<file path="src/rtl/rmii_tx_arbiter_pkg.sv">
// Shared definitions for the RMII TX arbiter slice.
// Covers the arbiter state encoding, byte width and the guard-gap helper.
package rmii_tx_arbiter_pkg;

    localparam int unsigned BYTE_W             = 8;
    localparam int unsigned GAP_CYCLES_DEFAULT = 4;

    typedef enum logic [1:0] {
        ST_IDLE  = 2'd0,
        ST_GRANT = 2'd1,
        ST_GAP   = 2'd2
    } arb_state_t;

    // A zero-length guard gap still costs one cycle.
    function automatic int unsigned gap_len(input int unsigned cycles);
        return (cycles == 0) ? 1 : cycles;
    endfunction

endpackage

</file>
<file path="src/rtl/rmii_tx_arbiter_if.sv">
// FWFT byte-FIFO read-side bundle with N lanes.
// The master modport drives data and flags; the slave modport drives pops.
interface rmii_tx_arbiter_if #(
    parameter int unsigned N = 1
);
    import rmii_tx_arbiter_pkg::*;

    logic [BYTE_W*N-1:0] dout;
    logic [N-1:0]        aempty;
    logic [N-1:0]        empty;
    logic [N-1:0]        EOD_out;
    logic [N-1:0]        rden;

    modport master (output dout, aempty, empty, EOD_out, input rden);
    modport slave  (input dout, aempty, empty, EOD_out, output rden);

endinterface

</file>
<file path="src/rtl/rmii_tx_arbiter_rr_pick.sv">
// Combinational round-robin finder.
// Returns the first eligible index at or above rr_ptr, wrapping modulo N.
module rr_pick #(
    parameter int unsigned N     = 2,
    parameter int unsigned PTR_W = 1
) (
    input  logic [N-1:0]     eligible,
    input  logic [PTR_W-1:0] rr_ptr,
    output logic [N-1:0]     pick,
    output logic             valid
);
    logic [PTR_W-1:0] idx;

    always_comb begin
        pick  = '0;
        valid = 1'b0;
        idx   = '0;
        for (int unsigned k = 0; k < N; k++) begin
            idx = PTR_W'((32'(rr_ptr) + k) % N);
            if (!valid && eligible[idx]) begin
                pick[idx] = 1'b1;
                valid     = 1'b1;
            end
        end
    end

endmodule

</file>
<file path="src/rtl/rmii_tx_arbiter.sv">
// Frame-granular round-robin arbiter sharing one RMII_TX FIFO port among N_REQ sources.
// The grant is held until the owner's EOD byte is popped, followed by a guard gap.
module rmii_tx_arbiter
    import rmii_tx_arbiter_pkg::*;
#(
    parameter int unsigned N_REQ      = 2,
    parameter int unsigned GAP_CYCLES = GAP_CYCLES_DEFAULT,
    parameter int unsigned CNT_W      = 16
) (
    input  logic                   REF_CLK,
    input  logic                   srst,
    rmii_tx_arbiter_if.slave       s_fifo,
    rmii_tx_arbiter_if.master      m_fifo,
    output logic [N_REQ-1:0]       grant,
    output logic                   busy,
    output logic [CNT_W*N_REQ-1:0] frame_cnt
);
    localparam int unsigned      PTR_W    = (N_REQ > 1) ? $clog2(N_REQ) : 1;
    localparam int unsigned      GAP_LEN  = gap_len(GAP_CYCLES);
    localparam int unsigned      GAP_W    = $clog2(GAP_LEN + 1);
    localparam logic [GAP_W-1:0] GAP_LOAD = GAP_W'(GAP_LEN - 1);
    localparam logic [PTR_W-1:0] LAST_IDX = PTR_W'(N_REQ - 1);

    arb_state_t       state, state_nx;
    logic [PTR_W-1:0] g_idx;
    logic [PTR_W-1:0] rr_ptr;
    logic [PTR_W-1:0] pick_idx;
    logic [GAP_W-1:0] gap_cnt;
    logic [CNT_W-1:0] cnt [N_REQ];
    logic [N_REQ-1:0] eligible;
    logic [N_REQ-1:0] pick;
    logic             pick_valid;
    logic             frame_end;

    assign eligible = ~s_fifo.aempty & ~s_fifo.empty;

    rr_pick #(.N(N_REQ), .PTR_W(PTR_W)) u_pick (
        .eligible (eligible),
        .rr_ptr   (rr_ptr),
        .pick     (pick),
        .valid    (pick_valid)
    );

    always_comb begin
        pick_idx = '0;
        for (int unsigned i = 0; i < N_REQ; i++) begin
            if (pick[i]) pick_idx = PTR_W'(i);
        end
    end

    assign frame_end = (state == ST_GRANT) & m_fifo.rden[0]
                     & ~s_fifo.empty[g_idx] & s_fifo.EOD_out[g_idx];

    always_ff @(posedge REF_CLK) begin
        if (srst) state <= ST_IDLE;
        else      state <= state_nx;
    end

    always_comb begin
        state_nx = state;
        unique case (state)
            ST_IDLE:  if (pick_valid) state_nx = ST_GRANT;
            ST_GRANT: if (frame_end) state_nx = ST_GAP;
            ST_GAP:   if (gap_cnt == '0) state_nx = ST_IDLE;
            default:  state_nx = ST_IDLE;
        endcase
    end

    // Grant stays visible through the gap so debug shows the last owner.
    always_ff @(posedge REF_CLK) begin
        if (srst) begin
            grant   <= '0;
            g_idx   <= '0;
            rr_ptr  <= '0;
            gap_cnt <= '0;
            for (int unsigned i = 0; i < N_REQ; i++) cnt[i] <= '0;
        end else begin
            unique case (state)
                ST_IDLE: begin
                    if (pick_valid) begin
                        grant <= pick;
                        g_idx <= pick_idx;
                    end
                end
                ST_GRANT: begin
                    if (frame_end) begin
                        gap_cnt    <= GAP_LOAD;
                        cnt[g_idx] <= cnt[g_idx] + CNT_W'(1);
                        rr_ptr     <= (g_idx == LAST_IDX) ? '0 : g_idx + PTR_W'(1);
                    end
                end
                ST_GAP: begin
                    if (gap_cnt == '0) grant <= '0;
                    else               gap_cnt <= gap_cnt - GAP_W'(1);
                end
                default: grant <= '0;
            endcase
        end
    end

    always_comb begin
        s_fifo.rden    = '0;
        m_fifo.dout    = '0;
        m_fifo.aempty  = '1;
        m_fifo.empty   = '1;
        m_fifo.EOD_out = '0;
        if (state == ST_GRANT && !srst) begin
            m_fifo.dout       = s_fifo.dout[32'(g_idx)*BYTE_W +: BYTE_W];
            m_fifo.aempty[0]  = s_fifo.aempty[g_idx];
            m_fifo.empty[0]   = s_fifo.empty[g_idx];
            m_fifo.EOD_out[0] = s_fifo.EOD_out[g_idx];
            s_fifo.rden[g_idx] = m_fifo.rden[0] & ~s_fifo.empty[g_idx];
        end
    end

    assign busy = (state != ST_IDLE);

    always_comb begin
        frame_cnt = '0;
        for (int unsigned i = 0; i < N_REQ; i++) frame_cnt[i*CNT_W +: CNT_W] = cnt[i];
    end

endmodule

</file>
<file path="src/flat_wrapper.sv">
// flat-port wrapper written by rule: the top's interface ports become plain ports
module rmii_tx_arbiter_flat import rmii_tx_arbiter_pkg::*;
#(
    parameter int unsigned N_REQ      = 2,
    parameter int unsigned GAP_CYCLES = GAP_CYCLES_DEFAULT,
    parameter int unsigned CNT_W      = 16
)
  (REF_CLK, srst, grant, busy, frame_cnt, s_fifo_dout, s_fifo_aempty, s_fifo_empty, s_fifo_EOD_out, s_fifo_rden, m_fifo_dout, m_fifo_aempty, m_fifo_empty, m_fifo_EOD_out, m_fifo_rden);
  rmii_tx_arbiter_if #(.N(2)) s_fifo_i ();
  rmii_tx_arbiter_if #(.N(1)) m_fifo_i ();
  input  logic REF_CLK;
  input  logic srst;
  output logic [N_REQ-1:0] grant;
  output logic busy;
  output logic [CNT_W*N_REQ-1:0] frame_cnt;
  input wire logic [$bits(s_fifo_i.dout)-1:0] s_fifo_dout;
  input wire logic [$bits(s_fifo_i.aempty)-1:0] s_fifo_aempty;
  input wire logic [$bits(s_fifo_i.empty)-1:0] s_fifo_empty;
  input wire logic [$bits(s_fifo_i.EOD_out)-1:0] s_fifo_EOD_out;
  output wire logic [$bits(s_fifo_i.rden)-1:0] s_fifo_rden;
  output wire logic [$bits(m_fifo_i.dout)-1:0] m_fifo_dout;
  output wire logic [$bits(m_fifo_i.aempty)-1:0] m_fifo_aempty;
  output wire logic [$bits(m_fifo_i.empty)-1:0] m_fifo_empty;
  output wire logic [$bits(m_fifo_i.EOD_out)-1:0] m_fifo_EOD_out;
  input wire logic [$bits(m_fifo_i.rden)-1:0] m_fifo_rden;
  assign s_fifo_i.dout = s_fifo_dout;
  assign s_fifo_i.aempty = s_fifo_aempty;
  assign s_fifo_i.empty = s_fifo_empty;
  assign s_fifo_i.EOD_out = s_fifo_EOD_out;
  assign s_fifo_rden = s_fifo_i.rden;
  assign m_fifo_dout = m_fifo_i.dout;
  assign m_fifo_aempty = m_fifo_i.aempty;
  assign m_fifo_empty = m_fifo_i.empty;
  assign m_fifo_EOD_out = m_fifo_i.EOD_out;
  assign m_fifo_i.rden = m_fifo_rden;
  rmii_tx_arbiter #(.N_REQ(N_REQ), .GAP_CYCLES(GAP_CYCLES), .CNT_W(CNT_W)) u_core (.REF_CLK(REF_CLK), .srst(srst), .s_fifo(s_fifo_i), .m_fifo(m_fifo_i), .grant(grant), .busy(busy), .frame_cnt(frame_cnt));
endmodule
</file>
<file path="config.mk">
export PLATFORM = sky130hd
export DESIGN_NAME = rmii_tx_arbiter_flat
export DESIGN_NICKNAME = d
export VERILOG_FILES = /design/src/rtl/rmii_tx_arbiter_pkg.sv /design/src/rtl/rmii_tx_arbiter_if.sv /design/src/rtl/rmii_tx_arbiter_rr_pick.sv /design/src/rtl/rmii_tx_arbiter.sv /design/src/flat_wrapper.sv
export SDC_FILE = /design/constraint.sdc
export NUM_CORES = 1
export LEC_CHECK = 0
export ABC_AREA = 0
export BUFFER_PORTS_ARGS = -buffer_cell sky130_fd_sc_hd__buf_2
export CORE_ASPECT_RATIO = 1.1
export CORE_MARGIN = 4
export CORE_UTILIZATION = 51
export DETAILED_ROUTE_END_ITERATION = 8
export PLACE_DENSITY_LB_ADDON = 0.25
export SLEW_MARGIN = 40
export SYNTH_ARGS = -nofsm -noshare
export SYNTH_HDL_FRONTEND = slang
export SYNTH_SLANG_ARGS = --single-unit
</file>
<file path="constraint.sdc">
create_clock -name REF_CLK -period 3.1 [get_ports REF_CLK]
set_input_delay 0.465 -clock REF_CLK [delete_from_list [all_inputs] [get_ports REF_CLK]]
set_output_delay 0.465 -clock REF_CLK [all_outputs]
set_load 0.01 [all_outputs]
</file>
==> impl_metrics.env, run 1 <==
export IMPL_worst_ep_required_time_ns=3.09
export IMPL_avgSynthCellArea_um2=10.1
export IMPL_cts_buffers=5
export IMPL_grt_overflow=0
export IMPL_post_drt_wl_per_cell_um=14.5
export IMPL_grt_max_degree=34
export IMPL_synthFlopType="edfxtp_1"
export IMPL_via_per_inst=5.53
export IMPL_drv_slew=0
export IMPL_root_buffer="clkbuf_8"
export IMPL_drc=0
export IMPL_critPathLaunchType="flop"
export IMPL_netlist_area_leader_share=0.401
export IMPL_p_leak_nw=1.20
export IMPL_wl_met3_um=348
export IMPL_critPathMaxFanout=18
export IMPL_synthTopCellsByArea="edfxtp_1 40%, mux2i_1 10%, dfxtp_1 8.4%"
export IMPL_vias=2029
export IMPL_syn_nets=269
export IMPL_hold_class="reg -> reg"
export IMPL_worst_pin_slew_ns=0.726
export IMPL_fp_row_count=25
export IMPL_reg2reg_depth=6
export IMPL_detail_route_antenna_nets=0
export IMPL_ir_drop_mv=0.392
export IMPL_grt_first_pass_wirelength_um=9130
export IMPL_synthCells=237
export IMPL_clock_sinks=42
export IMPL_status="complete, no violations"
export IMPL_die_h_um=79.9
export IMPL_ys_types=38
export IMPL_critical_path_class="reg -> reg"
export IMPL_ys_warn_count=0
export IMPL_antenna_cells=0
export IMPL_clk_pin_slew_ns=0.08
export IMPL_grt_usage=0.197
export IMPL_routed_wl_um=5320
export IMPL_fin_skew_ns=0.00747
export IMPL_cts_setup_buffers=0
export IMPL_first_iter_violations=133
export IMPL_rsz0062_at_grt="no"
export IMPL_p_per_area_nw_per_um2=542
export IMPL_timing_final_hold_violations=0
export IMPL_core_area_um2=4410
export IMPL_wl_met2_um=2630
export IMPL_maxSlewHeadroom=0.515
export IMPL_post_synth_top_area_cell="edfxtp_1"
export IMPL_dr_pass1_iters=6
export IMPL_antenna_found_initial=0
export IMPL_syn_area_um2=2390
export IMPL_cts_htree_levels=2
export IMPL_finalCriticalPeriod_ns=2.33
export IMPL_clkLatencyLatePin_ns=0.30
export IMPL_wl_met1_um=2300
export IMPL_drive_above_1_share=0.294
export IMPL_fmaxAchievable_mhz=430
export IMPL_period_share=0.751
export IMPL_worst_setup_path_end_kind="flop"
export IMPL_grt_pass1_vias=2021
export IMPL_synth_common_cells="52 x nor2_1, 32 x edfxtp_1, 24 x mux2i_1, 12 x nand2_1"
export IMPL_hold_buffers=0
export IMPL_setup_tns_ns=0
export IMPL_hold_path_depth=1
export IMPL_worstPathArrival_ns=2.32
export IMPL_ys_seq_elements=42
export IMPL_cap_violations=0
export IMPL_synth_async_reset_ratio=0
export IMPL_seq_area_frac_synth=0.485
export IMPL_die_area_um2=5850
export IMPL_setup_viol=0
export IMPL_gp_congestion=0.821
export IMPL_dp_hpwl_um=4050
export IMPL_hold_ws_ns=0.478
export IMPL_initial_core_util=0.543
export IMPL_syn_to_final_growth_pct=22.6
export IMPL_cts_tree="done"
export IMPL_yosys_cell_count_top_type="nor2_1"
export IMPL_cts_repair_resized=0
export IMPL_io_buffers=72
export IMPL_num_io_pins=73
export IMPL_synth_edf_count=32
export IMPL_highest_layer="met4"
export IMPL_final_util=0.665
export IMPL_die_w_um=73.3
export IMPL_clk_path_buf_depth=2
export IMPL_final_nets=344
-- cell type report --
cell class	instances	area, um^2
timing repair buffer	78	405
fill	366	1480
tap	54	67.6
multi-input combinational	175	1150
clock inverter	3	45.0
clock buffer	5	68.8
inverter	10	37.5
sequential	42	1160
-- metrics by stage --
stage,setup WS [ns],area (um^2),power [mW],cells
floorplan,0.533,2390,1.04,237
global placement,0.797,2820,1.16,359
detailed placement,0.782,2820,1.17,359
CTS,0.763,2930,1.60,367
global route,0.578,2930,1.70,367
finish,0.773,2930,1.59,367
-- logic make-up (layout without fill, tap and decap cells) --
group | Yosys count | in the layout | share of synthesized area
AOI/OAI and AO/OA | 24 | 24 | 0.0664
xor gates and xnor gates | 14 | 14 | 0.0512
adders and majority gates | 7 | 7 | 0.0366
buffers and inverters | 20 | 96 | 0.0350
DFF | 42 | 42 | 0.485
muxes | 31 | 31 | 0.133
and+or+nand+nor | 99 | 99 | 0.192
-- routing by layer --
layer  global-route usage  vias up
li1                     -      993
met3               0.0428        3
met1                0.249      954
met5                    0        -
met2                0.340       79
met4               0.0489        0
-- flip-flops by register name, summed over array words and instances (netlist names), named ones only --
register / cells
u_core.cnt: 32
u_core.grant: 2
u_core.g_idx: 1
u_core.gap_cnt: 3
u_core.state: 2
u_core.rr_ptr: 1
-- layout by cell type (no fill, tap or decap), drive strengths merged, types with 2 or more instances in the layout --
| master | synthesis | final |
|---|---|---|
| a211oi | 2 | 2 |
| nor2 | 52 | 52 |
| nand3b | 4 | 4 |
| a21oi | 6 | 6 |
| mux2 | 7 | 7 |
| mux2i | 24 | 24 |
| a22oi | 2 | 2 |
| edfxtp | 32 | 32 |
| nand4 | 8 | 8 |
| o21ai | 6 | 6 |
| nor2b | 2 | 2 |
| inv | 10 | 10 |
| nand4b | 2 | 2 |
| and3 | 2 | 2 |
| nand2b | 4 | 4 |
| clkbuf | 4 | 5 |
| buf | 6 | 78 |
| xor2 | 6 | 6 |
| nand3 | 10 | 10 |
| nand2 | 12 | 12 |
| ha | 7 | 7 |
| dfxtp | 10 | 10 |
| clkinvlp | 0 | 2 |
| xnor2 | 8 | 8 |
-- final timing paths --
kind / from / slack (ns) / end
setup / recovery: u_core.g_idx / 0.77 / u_core.cnt[0][5]
hold / removal: u_core.gap_cnt[0] / 0.48 / u_core.gap_cnt[0]
setup reg to reg: u_core.g_idx / 0.77 / u_core.cnt[0][5]
hold reg to reg: u_core.gap_cnt[0] / 0.48 / u_core.gap_cnt[0]
-- power by group --
part | leakage [nW] | internal [mW] | total [mW] | switching (mW)
Sequential | 0.412 | 0.653 | 0.701 | 0.0483
Combinational | 0.741 | 0.202 | 0.454 | 0.253
Clock | 0.0504 | 0.240 | 0.435 | 0.196
-- worst max-delay path, cell delays in order (launching register included) --
cell,delay (ns)
dfxtp_1,0.80
and3b_1,0.28
o21ai_1,0.12
or3_1,0.32
buf_4,0.20
nand2b_1,0.08
buf_4,0.23
Note: power is estimated with default switching activity, not from simulation.
==> run 2, diff against run 1 <==
ABC_AREA = 1   (was 0)
CORE_UTILIZATION = 53   (was 51)
clock period = 2.22 ns   (was 3.1 ns; I/O delays follow)
==> impl_metrics.env, run 2 <==
export IMPL_drive_above_1_share=0.303
export IMPL_timing_final_hold_violations=0
export IMPL_crit_slowest_cell="dfxtp_1"
export IMPL_syn_area_um2=2720
export IMPL_synthCells=356
export IMPL_netlist_area_leader_share=0.353
export IMPL_grt_first_pass_wirelength_um=9920
export IMPL_dp_hpwl_um=4420
export IMPL_ys_types=32
export IMPL_setup_tns_ns=0
export IMPL_crit_chain="inv_1 > ha_1 > inv_1 > nor2_1 > inv_2 > or2_2 > buf_2"
export IMPL_grt_usage=0.188
export IMPL_largest_reg_flops=32
export IMPL_drv_slew=0
export IMPL_clk_path_buf_depth=2
export IMPL_syn_to_final_growth_pct=19.7
export IMPL_dr_pass1_iters=4
export IMPL_vias=2396
export IMPL_antenna_found_initial=0
export IMPL_avgSynthCellArea_um2=7.64
export IMPL_worst_path_buf_inv=4
export IMPL_clock_sinks=42
export IMPL_grt_max_degree=20
export IMPL_rsz0062_at_grt="no"
export IMPL_worst_pin_slew_ns=0.348
export IMPL_detail_route_antenna_nets=0
export IMPL_routed_wl_um=5760
export IMPL_final_nets=464
export IMPL_clk_pin_slew_ns=0.08
export IMPL_critPathMaxFanout=13
export IMPL_fin_skew_ns=0.00528
export IMPL_clkLatencyLatePin_ns=0.29
export IMPL_die_h_um=83.1
export IMPL_synth_edf_count=32
export IMPL_status="complete, no violations"
export IMPL_p_int_mw=1.61
export IMPL_p_switching_mw=0.851
export IMPL_timing_reg2reg_setup_slack_ns=0.30
export IMPL_cpMostUsedCell="inv_1"
export IMPL_layout_common_cells="110 x nand2_1, 72 x buf_2, 45 x inv_1"
export IMPL_root_buffer="clkbuf_8"
export IMPL_cts_htree_levels=2
export IMPL_seq_area_frac_synth=0.427
export IMPL_whs_endpoint="u_core.state[0]"
export IMPL_period_share=0.910
export IMPL_final_common_cell="nand2_1"
export IMPL_setup_viol=0
export IMPL_die_area_um2=6340
export IMPL_synthTopCellsByArea="edfxtp_1 35%, nand2_1 15%, dfxtp_1 7.4%"
export IMPL_syn_nets=388
export IMPL_ys_warn_count=0
export IMPL_finalCriticalPeriod_ns=2.02
export IMPL_ir_drop_mv=0.720
export IMPL_largest_register="u_core.cnt"
export IMPL_critPathLaunchType="flop"
export IMPL_pwr_share_comb=0.342
export IMPL_hp_start="srst"
export IMPL_worst_setup_path_end_kind="output port"
export IMPL_synth_common_cells="110 x nand2_1, 46 x inv_1, 39 x nor2_1, 32 x edfxtp_1, 22 x a21oi_1"
export IMPL_swShare=0.346
export IMPL_yosys_cell_count_top_type="nand2_1"
export IMPL_core_area_um2=5000
export IMPL_critical_path_top_delay_family="buffers and inverters"
export IMPL_worstPathArrival_ns=1.69
export IMPL_hold_class="in -> reg"
export IMPL_gp_congestion=0.826
export IMPL_ys_seq_elements=42
export IMPL_p_leak_nw=1.59
export IMPL_synth_async_reset_ratio=0
export IMPL_die_w_um=76.3
export IMPL_cts_buffers=5
export IMPL_synthFlopType="edfxtp_1"
export IMPL_first_iter_violations=118
export IMPL_top_regs="u_core.cnt x32, u_core.gap_cnt x3"
export IMPL_io_buffers=72
export IMPL_cap_violations=0
export IMPL_grt_overflow=0
export IMPL_reg2reg_to="u_core.cnt[0][6]"
export IMPL_via_per_inst=4.88
export IMPL_initial_core_util=0.544
export IMPL_post_drt_wl_per_cell_um=11.7
export IMPL_cpPeakStageDelay_ns=0.33
export IMPL_hold_path_depth=2
export IMPL_post_synth_top_area_cell="edfxtp_1"
export IMPL_critical_path_class="reg -> out"
export IMPL_worst_ep_required_time_ns=1.89
export IMPL_grt_pass1_vias=2274
export IMPL_antenna_cells=0
export IMPL_reg2reg_depth=8
export IMPL_finalPower_mw=2.46
export IMPL_cts_tree="done"
export IMPL_pwr_share_seq=0.394
export IMPL_p_clk_frac=0.264
export IMPL_num_io_pins=73
export IMPL_p_per_area_nw_per_um2=755
export IMPL_drc=0
export IMPL_fmaxAchievable_mhz=495
export IMPL_fp_row_count=27
export IMPL_hold_buffers=0
export IMPL_maxSlewHeadroom=0.768
-- run 2: layer usage --
metal	part of all wire	vias to the layer above	global-route usage	routed length, um
met3	0.065	8	0.0380	373
met5	0	-	0	0
li1	-	1266	-	-
met4	0.010	0	0.0494	60
met2	0.52	84	0.342	2970
met1	0.41	1038	0.224	2360
-- run 2: logic make-up (layout without fill, tap and decap cells) --
logic type,after synthesis,in the layout,synth area share
buffers and inverters,60,137,0.0989
and+or+nand+nor,206,206,0.352
DFF,42,42,0.427
adders and majority gates,7,7,0.0322
xor gates and xnor gates,6,6,0.0193
AOI/OAI and AO/OA,35,35,0.0704
-- run 2: power groups by stage --
stage | Combinational, mW | Clock [mW] | Sequential, mW
floorplan | 0.624 | 0 | 0.997
global placement | 0.823 | 0 | 0.985
detailed placement | 0.837 | 0 | 0.987
CTS | 0.843 | 0.658 | 0.970
global route | 0.957 | 0.699 | 0.981
finish | 0.841 | 0.649 | 0.970
-- run 2: repair_timing --
item	4_1_cts	5_1_grt
setup buffers	0	0
gates resized for setup	0	1
setup endpoints to repair	0	2
-- run 2: how the worst max path moves through the flow --
stage / cells after the start / end / startpoint
2_1_floorplan: 9 / u_core.cnt[0][0] / u_core.state[1]
5_1_grt: 7 / m_fifo_empty / u_core.state[1]
6_report: 7 / m_fifo_empty / u_core.state[1]
4_1_cts: 7 / m_fifo_empty / u_core.state[1]
3_3_place_gp: 9 / u_core.cnt[0][5] / u_core.state[1]
3_5_place_dp: 8 / u_core.cnt[0][6] / flop
-- run 2: cell type report --
type	instances	area, um^2
Timing Repair Buffer	79	413
Sequential cell	42	1160
Multi-Input combinational cell	254	1290
Inverter	50	188
Clock buffer	8	133
Tap cell	58	72.6
Fill cell	444	1740
-- run 2: per-stage QoR --
stage / cells / setup WS [ns] / instance area, um^2 / hold WS, ns / utilization
5_1_grt: 491 / 0.0467 / 3260 / 0.296 / 0.651
6_report: 491 / 0.199 / 3260 / 0.322 / 0.651
2_1_floorplan: 356 / 0.0885 / 2720 / 0.441 / -
3_3_place_gp: 483 / 0.351 / 3120 / 0.449 / 0.625
4_1_cts: 491 / 0.113 / 3260 / 0.306 / 0.651
3_5_place_dp: 483 / 0.286 / 3120 / 0.457 / 0.625
